<file path="src/rtl/sv_palette_mapper.sv">
// 2-bit pixel to RGB888 colour stage with a downloadable palette.
// A user palette is staged in a shadow bank and goes live at vblank.
module sv_palette_mapper #(
  parameter int          PAL_BYTES = 12,
  parameter logic [23:0] DEF_PAL0  = 24'h87BA6B,
  parameter logic [23:0] DEF_PAL1  = 24'h6BA378,
  parameter logic [23:0] DEF_PAL2  = 24'h386B82,
  parameter logic [23:0] DEF_PAL3  = 24'h384052
) (
  input  logic       clk_sys,
  input  logic       reset_n,
  input  logic       pal_download,
  input  logic       ioctl_wr,
  input  logic [7:0] ioctl_dout,
  input  logic       custom_en,
  input  logic       blend_en,
  input  logic       ce_pix,
  input  logic       hblank,
  input  logic       vblank,
  input  logic [1:0] pixel,
  input  logic [1:0] prev_pixel,
  output logic [7:0] red,
  output logic [7:0] green,
  output logic [7:0] blue,
  output logic       pal_valid,
  output logic       pal_err
);

  localparam logic [3:0] PB = 4'(PAL_BYTES);
  localparam logic [23:0] DEF [4] = '{DEF_PAL0, DEF_PAL1, DEF_PAL2, DEF_PAL3};

  logic        dl_q, vb_q;
  logic        dl_rise, dl_fall, vb_rise;
  logic        pending_q, pending_d;
  logic        valid_q, valid_d;
  logic        err_q, err_d;
  logic [3:0]  cnt_q, cnt_d, cnt_b;
  logic [1:0]  col_q, col_d, col_b;
  logic [1:0]  comp_q, comp_d, comp_b;
  logic [23:0] shadow_q [4];
  logic [23:0] shadow_d [4];
  logic [23:0] active_q [4];
  logic [23:0] active_d [4];
  logic [23:0] sel [4];
  logic [23:0] cur, prv;
  logic [23:0] rgb_q, rgb_d;

  assign dl_rise = pal_download & ~dl_q;
  assign dl_fall = ~pal_download & dl_q;
  assign vb_rise = vblank & ~vb_q;

  // a starting download restarts the nested byte counter this same cycle
  assign cnt_b  = dl_rise ? 4'd0 : cnt_q;
  assign col_b  = dl_rise ? 2'd0 : col_q;
  assign comp_b = dl_rise ? 2'd0 : comp_q;

  function automatic logic [7:0] avg(input logic [7:0] a, input logic [7:0] b);
    logic [8:0] s;
    s = {1'b0, a} + {1'b0, b};
    return s[8:1];
  endfunction

  always_comb begin
    pending_d = pending_q;
    valid_d   = valid_q;
    err_d     = err_q;
    cnt_d     = cnt_b;
    col_d     = col_b;
    comp_d    = comp_b;
    shadow_d  = shadow_q;
    active_d  = active_q;
    if (dl_rise) begin
      pending_d = 1'b0;
      err_d     = 1'b0;
    end
    if (pal_download && ioctl_wr && cnt_b < PB) begin
      case (comp_b)
        2'd0:    shadow_d[col_b][23:16] = ioctl_dout;
        2'd1:    shadow_d[col_b][15:8]  = ioctl_dout;
        default: shadow_d[col_b][7:0]   = ioctl_dout;
      endcase
      cnt_d = cnt_b + 4'd1;
      if (comp_b == 2'd2) begin
        comp_d = 2'd0;
        col_d  = col_b + 2'd1;
      end else begin
        comp_d = comp_b + 2'd1;
      end
    end
    if (dl_fall) begin
      if (cnt_q == PB) pending_d = 1'b1;
      else             err_d     = 1'b1;
    end
    if (pending_q && vb_rise && !dl_rise) begin
      active_d  = shadow_q;
      valid_d   = 1'b1;
      pending_d = 1'b0;
    end
  end

  always_comb begin
    for (int i = 0; i < 4; i++)
      sel[i] = (custom_en && valid_q) ? active_q[i] : DEF[i];
    cur   = sel[pixel];
    prv   = sel[prev_pixel];
    rgb_d = rgb_q;
    if (ce_pix) begin
      if (hblank || vblank)
        rgb_d = 24'h0;
      else if (blend_en)
        rgb_d = {avg(cur[23:16], prv[23:16]),
                 avg(cur[15:8],  prv[15:8]),
                 avg(cur[7:0],   prv[7:0])};
      else
        rgb_d = cur;
    end
  end

  always_ff @(posedge clk_sys or negedge reset_n) begin
    if (!reset_n) begin
      dl_q      <= 1'b0;
      vb_q      <= 1'b0;
      pending_q <= 1'b0;
      valid_q   <= 1'b0;
      err_q     <= 1'b0;
      cnt_q     <= 4'd0;
      col_q     <= 2'd0;
      comp_q    <= 2'd0;
      shadow_q  <= DEF;
      active_q  <= DEF;
      rgb_q     <= 24'h0;
    end else begin
      dl_q      <= pal_download;
      vb_q      <= vblank;
      pending_q <= pending_d;
      valid_q   <= valid_d;
      err_q     <= err_d;
      cnt_q     <= cnt_d;
      col_q     <= col_d;
      comp_q    <= comp_d;
      shadow_q  <= shadow_d;
      active_q  <= active_d;
      rgb_q     <= rgb_d;
    end
  end

  assign red       = rgb_q[23:16];
  assign green     = rgb_q[15:8];
  assign blue      = rgb_q[7:0];
  assign pal_valid = valid_q;
  assign pal_err   = err_q;

endmodule
</file>
<file path="config.mk">
export PLATFORM = sky130hd
export DESIGN_NAME = sv_palette_mapper
export DESIGN_NICKNAME = d
export VERILOG_FILES = /design/src/rtl/sv_palette_mapper.sv
export SDC_FILE = /design/constraint.sdc
export NUM_CORES = 1
export LEC_CHECK = 0
export CAP_MARGIN = 10
export CORE_ASPECT_RATIO = 0.75
export CORE_MARGIN = 1.5
export CORE_UTILIZATION = 45
export CTS_CLUSTER_SIZE = 30
export DETAILED_ROUTE_END_ITERATION = 7
export PLACE_DENSITY_LB_ADDON = 0.3
export SYNTH_ARGS = -nofsm -noshare
export SYNTH_HDL_FRONTEND = slang
export SYNTH_SLANG_ARGS = --single-unit
</file>
<file path="constraint.sdc">
create_clock -name clk_sys -period 4.13 [get_ports clk_sys]
set_input_delay 0.413 -clock clk_sys [delete_from_list [all_inputs] [get_ports clk_sys]]
set_output_delay 0.413 -clock clk_sys [all_outputs]
set_load 0.1 [all_outputs]
</file>
==> results of run 1 <==
-- cells in the mapped netlist, types with 17 or more instances --
cell type,number
nor2b_1,17
mux2_1,165
mux2i_1,42
ha_1,26
dfrtp_1,141
buf_2,23
a21oi_1,34
clkbuf_1,28
o21ai_1,26
mux2_2,36
nand2_1,47
nor2_1,34
dfstp_2,88
-- metal layers --
metal	part of all wire, %	up-vias
met5	0	-
met4	2.3	0
met3	4.8	43
met2	44	191
met1	49	4018
li1	-	3560
-- area by class of cell --
type	count	area (sq um)
Clock buffer	33	686
Tap cell	338	423
Sequential cell	229	5840
Multi-Input combinational cell	645	5420
Fill cell	2110	11800
Inverter	15	56.3
Clock inverter	11	140
Antenna cell	1	2.50
Timing Repair Buffer	72	691
-- per-stage QoR --
stage | cell area, sq um | hold WS (ns) | util [%] | cells
6_report | 13300 | 0.482 | 52.9 | 1344
5_1_grt | 13300 | 0.493 | 52.8 | 1343
4_1_cts | 13300 | 0.474 | 52.8 | 1343
3_5_place_dp | 12400 | 0.473 | 49.5 | 1298
3_3_place_gp | 12400 | 0.466 | 49.5 | 1298
2_1_floorplan | 11600 | 0.117 | - | 946
-- worst max-delay path by stage --
stage                    from         to  slack, ns
finish              pal_valid  rgb_q[21]       0.88
CTS                 pal_valid  rgb_q[21]       0.90
global route        pal_valid  rgb_q[21]       0.57
detailed placement  custom_en  rgb_q[21]       0.46
global placement    custom_en  rgb_q[21]       0.50
floorplan           pal_valid  rgb_q[21]       0.41
-- worst register-to-register path, cell delays in order (launching register included) --
cell,delay [ns]
dfrtp_1,0.67
and2_1,0.38
a21oi_1,0.11
a21oi_1,0.26
nor2_1,0.13
fa_1,0.47
a21o_1,0.19
a21oi_1,0.21
o21bai_1,0.12
a211oi_1,0.24
nor3_1,0.08
a221o_1,0.27
-- cell families after synthesis --
kind of cell | count (synthesis) | share of synthesized area, %
xor+xnor | 11 | 0.833
flops | 229 | 50.5
simple gates | 172 | 7.63
fa+ha+maj | 29 | 3.33
compound gates | 184 | 10.6
buf+inv | 72 | 2.65
mux | 249 | 24.4
-- timing repair --
| item | 4_1_cts | 5_1_grt |
|---|---|---|
| setup buffers | 0 | 0 |
| endpoints found under the hold margin | 61 | 0 |
| resized for setup | 0 | 0 |
| hold buffers | 1 | 0 |
-- where the power goes --
part           internal (W)  leakage (nW)  switching (W)
combinational      0.000581          2.78       0.000878
sequential          0.00266          2.82       0.000231
clock               0.00135         0.394       0.000889
total               0.00459          5.99        0.00200
==> out/metrics.csv, run 1 <==
stage,metric,value,unit
min_path,hold_sp,rgb_q[17],
logic_synthesis,Synth Instances,946,
floorplanning,die area,0.0267,sq mm
job,max-cap viol count,0,
power_and_ir_drop,Leak,5.99,nW
global_route,met3 usage,2.82,%
detailed_routing,Starting DRT DRC Count,598,
floorplanning,Placeable Area,0.0251,sq mm
global_route,GRT busiest layer,met2,
floorplanning,die width,188,um
setup_path,R2R Setup Slk,0.88,ns
setup_path,critical path's largest stage delay,0.67,ns
logic_synthesis,Synth cell types,71,
setup_path,critical path type,reg -> reg,
detailed_routing,Avg Vias per Cell,5.81,
setup_path,crit end category,flop,
finish,most frequent cells in the layout,"mux2_1 (165), dfrtp_1 (141), dfstp_2 (88)",
clock_network,CTS Buf Count,24,
power_and_ir_drop,PwrDens,497,mW/mm^2
timing,min Tclk post-route,3.25,ns
logic_synthesis,sequential area share after synthesis,50.5,%
setup_path,Stages on worst setup path,11,
timing,Slew @ Worst Pin,0.969,ns
clock_network,H-tree levels,1,
global_route,largest net degree at the start of global routing,101,
logic_synthesis,Post-synth ARST share,100,%
clock_network,Sink Count,229,
setup_path,"Buf+Inv Stages, Crit Path",0,
setup_path,worst reg2reg startpoint,pal_valid,
detailed_routing,Post-DRT Antenna Nets,0,
placement,routability cong.,0.945,
clock_network,CTS tree,done,
logic_synthesis,ys flop type,dfrtp_1,
finish,layout cells sized above 1,21.2,%
power_and_ir_drop,power consumption,0.00659,W
setup_path,Worst Reg2Reg Path Length in Cells,11,
detailed_routing,vias,7812,
global_route,met1 usage,31.4,%
setup_path,CP Data Required Time,4.52,ns
logic_synthesis,synthesis warning total,0,
clock_network,Clock transition at path regs,0.06,ns
logic_synthesis,Yosys reg bits,229,
placement,IO buf count,46,
clock_network,Max clock buf depth,3,
clock_network,Skew-Pair Late Insertion Delay,0.52,ns
timing,max-slew violations,0,
setup_path,Most common cell on crit path,a21oi_1,
logic_synthesis,post-synth net total,996,
floorplanning,Ports,47,
logic_synthesis,post-synth top area cell,dfrtp_1,
clock_network,CTS Root Cell,clkbuf_16,
logic_synthesis,Mapped Area,0.0116,sq mm
timing,RSZ-0062 raised after global routing,no,
timing,worst clock skew,0.0119,ns
setup_path,slowest stage cell on the critical path,dfrtp_1,
timing,Setup TNS,0,ns
finish,fin nets,1037,
floorplanning,die height,142,um
floorplanning,effective utilization at floorplan,46.1,%
timing,Slew HR,35.2,%
setup_path,crit path launch type,flop,
global_route,first-pass GRT wire length,44.0,mm
setup_path,critical path arrival,3.65,ns
placement,pre-CTS setup slack,0.457,ns
finish,"commonest non-fill, non-tap cell in the layout",mux2_1,
timing,Final WS setup,0.878,ns
timing,Achievable Freq,307,MHz
finish,Layout area overhead,14.7,%
min_path,Min-Delay Path Depth,1,
setup_path,FF-to-FF End,rgb_q[21],
global_route,number of global-route vias before repair,7738,
placement,Post-DP HPWL,19.4,mm
global_route,initial antenna violation count,1,
min_path,Hold Path End,rgb_q[17],
logic_synthesis,Post-synth EDFFs,0,
timing,Final Hold Fails,0,
detailed_routing,drt pass-1 iters,5,
logic_synthesis,Synth top area share,30.5,%
floorplanning,row cnt,50,
setup_path,Crit path max-delay family,compound AO/OA/AOI/OAI gates,
run_status,status,completed,
detailed_routing,WL per Instance,20.6,um
global_route,grt met2 use,32.6,%
global_route,GRT Residual Overflow,0,
logic_synthesis,main area contributors after synthesis,"dfrtp_1 (31%), dfstp_2 (20%), mux2_1 (16%), mux2i_1 (3.6%), mux2_2 (3.5%)",
detailed_routing,# DRC,0,
global_route,total track usage,21.1,%
setup_path,"Max FO, Critical Path",17,
timing,Final setup viols,0,
min_path,kind of path behind the tightest hold check,reg -> reg,
power_and_ir_drop,peak supply drop,360,uV
detailed_routing,WL final,27.7,mm
timing,Tcrit/Tclk final,78.8,%
logic_synthesis,syn_area_per_cell,12.2,sq um
setup_path,critical-path cell list,"and2_1, a21oi_1, a21oi_1, nor2_1, fa_1, a21o_1, a21oi_1, o21bai_1, a211oi_1, nor3_1, a221o_1",
No activity file was read; power rests on OpenSTA's default activity.
==> run 2: changes to the inputs <==
==> constraint.sdc (replaced) <==
create_clock -name clk_sys -period 3.2 [get_ports clk_sys]
set_input_delay 0.32 -clock clk_sys [delete_from_list [all_inputs] [get_ports clk_sys]]
set_output_delay 0.32 -clock clk_sys [all_outputs]
set_load 0.1 [all_outputs]
==> out/metrics.csv, run 2 (same netlist as run 1, synthesis figures left out) <==
stage,metric,value,unit,change
run_status,status,completed,,
setup_path,"Max FO, Critical Path",12,,-5
clock_network,Clock transition at path regs,0.07,ns,about the same
detailed_routing,Starting DRT DRC Count,445,,-26%
finish,layout cells sized above 1,26.6,%,+5.4 points
clock_network,CTS Root Cell,clkbuf_16,,
min_path,kind of path behind the tightest hold check,in -> async,,
floorplanning,Ports,47,,unchanged
global_route,GRT Residual Overflow,0,,unchanged
timing,Final Hold Fails,0,,unchanged
timing,Final WS setup,0.117,ns,-0.761 ns
finish,most frequent cells in the layout,"mux2_1 (165), dfrtp_1 (140), buf_4 (90)",,
floorplanning,die height,142,um,unchanged
floorplanning,die width,188,um,unchanged
placement,placed cell area,0.0130,sq mm,+4.7%
timing,Tcrit/Tclk final,96.3,%,+18 points
timing,Slew @ Worst Pin,1.01,ns,+0.0418 ns
setup_path,worst reg2reg startpoint,pal_valid,,
global_route,largest net degree at the start of global routing,80,,-21%
timing,worst clock skew,0.0158,ns,+0.00389 ns
floorplanning,Placeable Area,0.0251,sq mm,unchanged
finish,post-route design area,0.0138,sq mm,+3.8%
setup_path,CP Data Required Time,3.60,ns,-0.92 ns
finish,Layout Cells excl Fill,1414,,+5.2%
floorplanning,die area,0.0267,sq mm,unchanged
power_and_ir_drop,peak supply drop,411,uV,+14%
setup_path,crit path launch type,flop,,
finish,"Core Util, Final",54.9,%,+2.0 points
timing,max-slew violations,0,,unchanged
global_route,initial antenna violation count,1,,unchanged
global_route,number of global-route vias before repair,8116,,+4.9%
placement,placed cells,1368,,+5.4%
global_route,first-pass GRT wire length,45.2,mm,+2.7%
setup_path,critical path type,reg -> reg,,
setup_path,crit end category,flop,,
timing,Achievable Freq,324,MHz,+5.5%
detailed_routing,Avg Vias per Cell,5.68,,-2.2%
global_route,total track usage,21.6,%,+0.42 points
floorplanning,effective utilization at floorplan,46.1,%,unchanged
floorplanning,row cnt,50,,unchanged
clock_network,CTS Buf Count,23,,-4.2%
detailed_routing,vias,8037,,+2.9%
detailed_routing,Post-DRT Antenna Nets,0,,unchanged
setup_path,critical path arrival,3.48,ns,-0.17 ns
clock_network,Skew-Pair Late Insertion Delay,0.52,ns,about the same
clock_network,CTS tree,done,,
timing,min Tclk post-route,3.08,ns,-0.169 ns
clock_network,Sink Count,229,,unchanged
finish,Layout area overhead,19.0,%,
job,max-cap viol count,0,,unchanged
finish,"commonest non-fill, non-tap cell in the layout",mux2_1,,
timing,RSZ-0062 raised after global routing,no,,
detailed_routing,WL per Instance,20.0,um,-3.0%
setup_path,Worst Reg2Reg Path Length in Cells,10,,-1
placement,Post-DP HPWL,20.2,mm,+3.7%
timing,Final setup viols,0,,unchanged
setup_path,FF-to-FF End,rgb_q[13],,
placement,routability cong.,0.902,,-4.6%
detailed_routing,# DRC,0,,unchanged
timing,Slew HR,32.4,%,-2.8 points
detailed_routing,drt pass-1 iters,5,,unchanged
clock_network,Max clock buf depth,3,,unchanged
placement,IO buf count,46,,unchanged
detailed_routing,WL final,28.3,mm,+2.0%
power_and_ir_drop,PwrDens,615,mW/mm^2,+24%
finish,fillers,2139,,+1.4%
power_and_ir_drop,Leak,6.34,nW,+5.7%
setup_path,R2R Setup Slk,0.12,ns,-0.76 ns
clock_network,H-tree levels,1,,unchanged
placement,pre-CTS setup slack,-0.331,ns,-0.789 ns
finish,fin nets,1108,,+6.8%
run 2: area by class of cell:
type                            count  area (sq um)  share of cell area [%]
Timing Repair Buffer              144          1290                    9.38
Antenna cell                        2          5.00                  0.0364
Sequential cell                   229          5840                    42.5
Clock inverter                      9          53.8                   0.391
Inverter                           15          56.3                   0.409
Multi-Input combinational cell    645          5420                    39.4
Clock buffer                       32           669                    4.86
Tap cell                          338           423                    3.07
run 2: worst max path at each step:
| stage | start | endpoint | slack (ns) |
|---|---|---|---|
| after global routing | pal_valid | rgb_q[13] | 0.04 |
| after CTS | pal_valid | rgb_q[13] | 0.11 |
| after global placement | custom_en | rgb_q[13] | -0.24 |
| after floorplan | pal_valid | rgb_q[13] | 0.02 |
| after detailed placement | custom_en | rgb_q[13] | -0.33 |
| final | pal_valid | rgb_q[13] | 0.12 |
run 2: timing repair:
action	CTS	global route
endpoints found under the setup margin	0	1
hold endpoints to repair	41	0
hold buffers	1	0
buffers inserted	0	2
resized for setup	0	0
run 2: critical path, stage by stage, from the launching register on:
cell and delay (ns):
dfrtp_4 0.54, and3b_1 0.20, mux4_2 0.47, or2_1 0.28, fa_1 0.48, nor2b_1 0.13, o21ai_1 0.11, a21o_1 0.22
a21oi_1 0.21, a211oi_1 0.08, a221o_1 0.27
run 2: power by group:
group / internal [W] / switching [W] / total, W / leakage, nW
Sequential: 0.00343 / 0.000284 / 0.00372 / 2.82
Combinational: 0.000942 / 0.00120 / 0.00214 / 3.15
Clock: 0.00146 / 0.00114 / 0.00261 / 0.364
run 2: routing by layer:
layer  track usage, %  wire length [um]  vias up
li1                 -                 -     3709
met1             30.9             13700     4100
met2             34.9             12900      176
met3             2.65               978       52
met4             5.43               716        0
met5                0                 0        -
run 2: stage by stage:
stage	TNS [ns]	hold slack, ns	total power, W
after floorplan	0	0.0244	0.00505
after global placement	-0.889	0.345	0.00581
after detailed placement	-1.78	0.345	0.00588
after CTS	0	0.392	0.00851
after global routing	0	0.413	0.00888
final	0	0.349	0.00846
==> run 3: changes to the inputs <==
--- a/config.mk
+++ b/config.mk
@@ -5,7 +5,7 @@
 export SDC_FILE = /design/constraint.sdc
 export NUM_CORES = 1
 export LEC_CHECK = 0
-export CAP_MARGIN = 10
+export CAP_MARGIN = 0
 export CORE_ASPECT_RATIO = 0.75
 export CORE_MARGIN = 1.5
 export CORE_UTILIZATION = 45
==> results of run 3 <==
No change in the layout: final DEF, timing and power equal those of run 2.
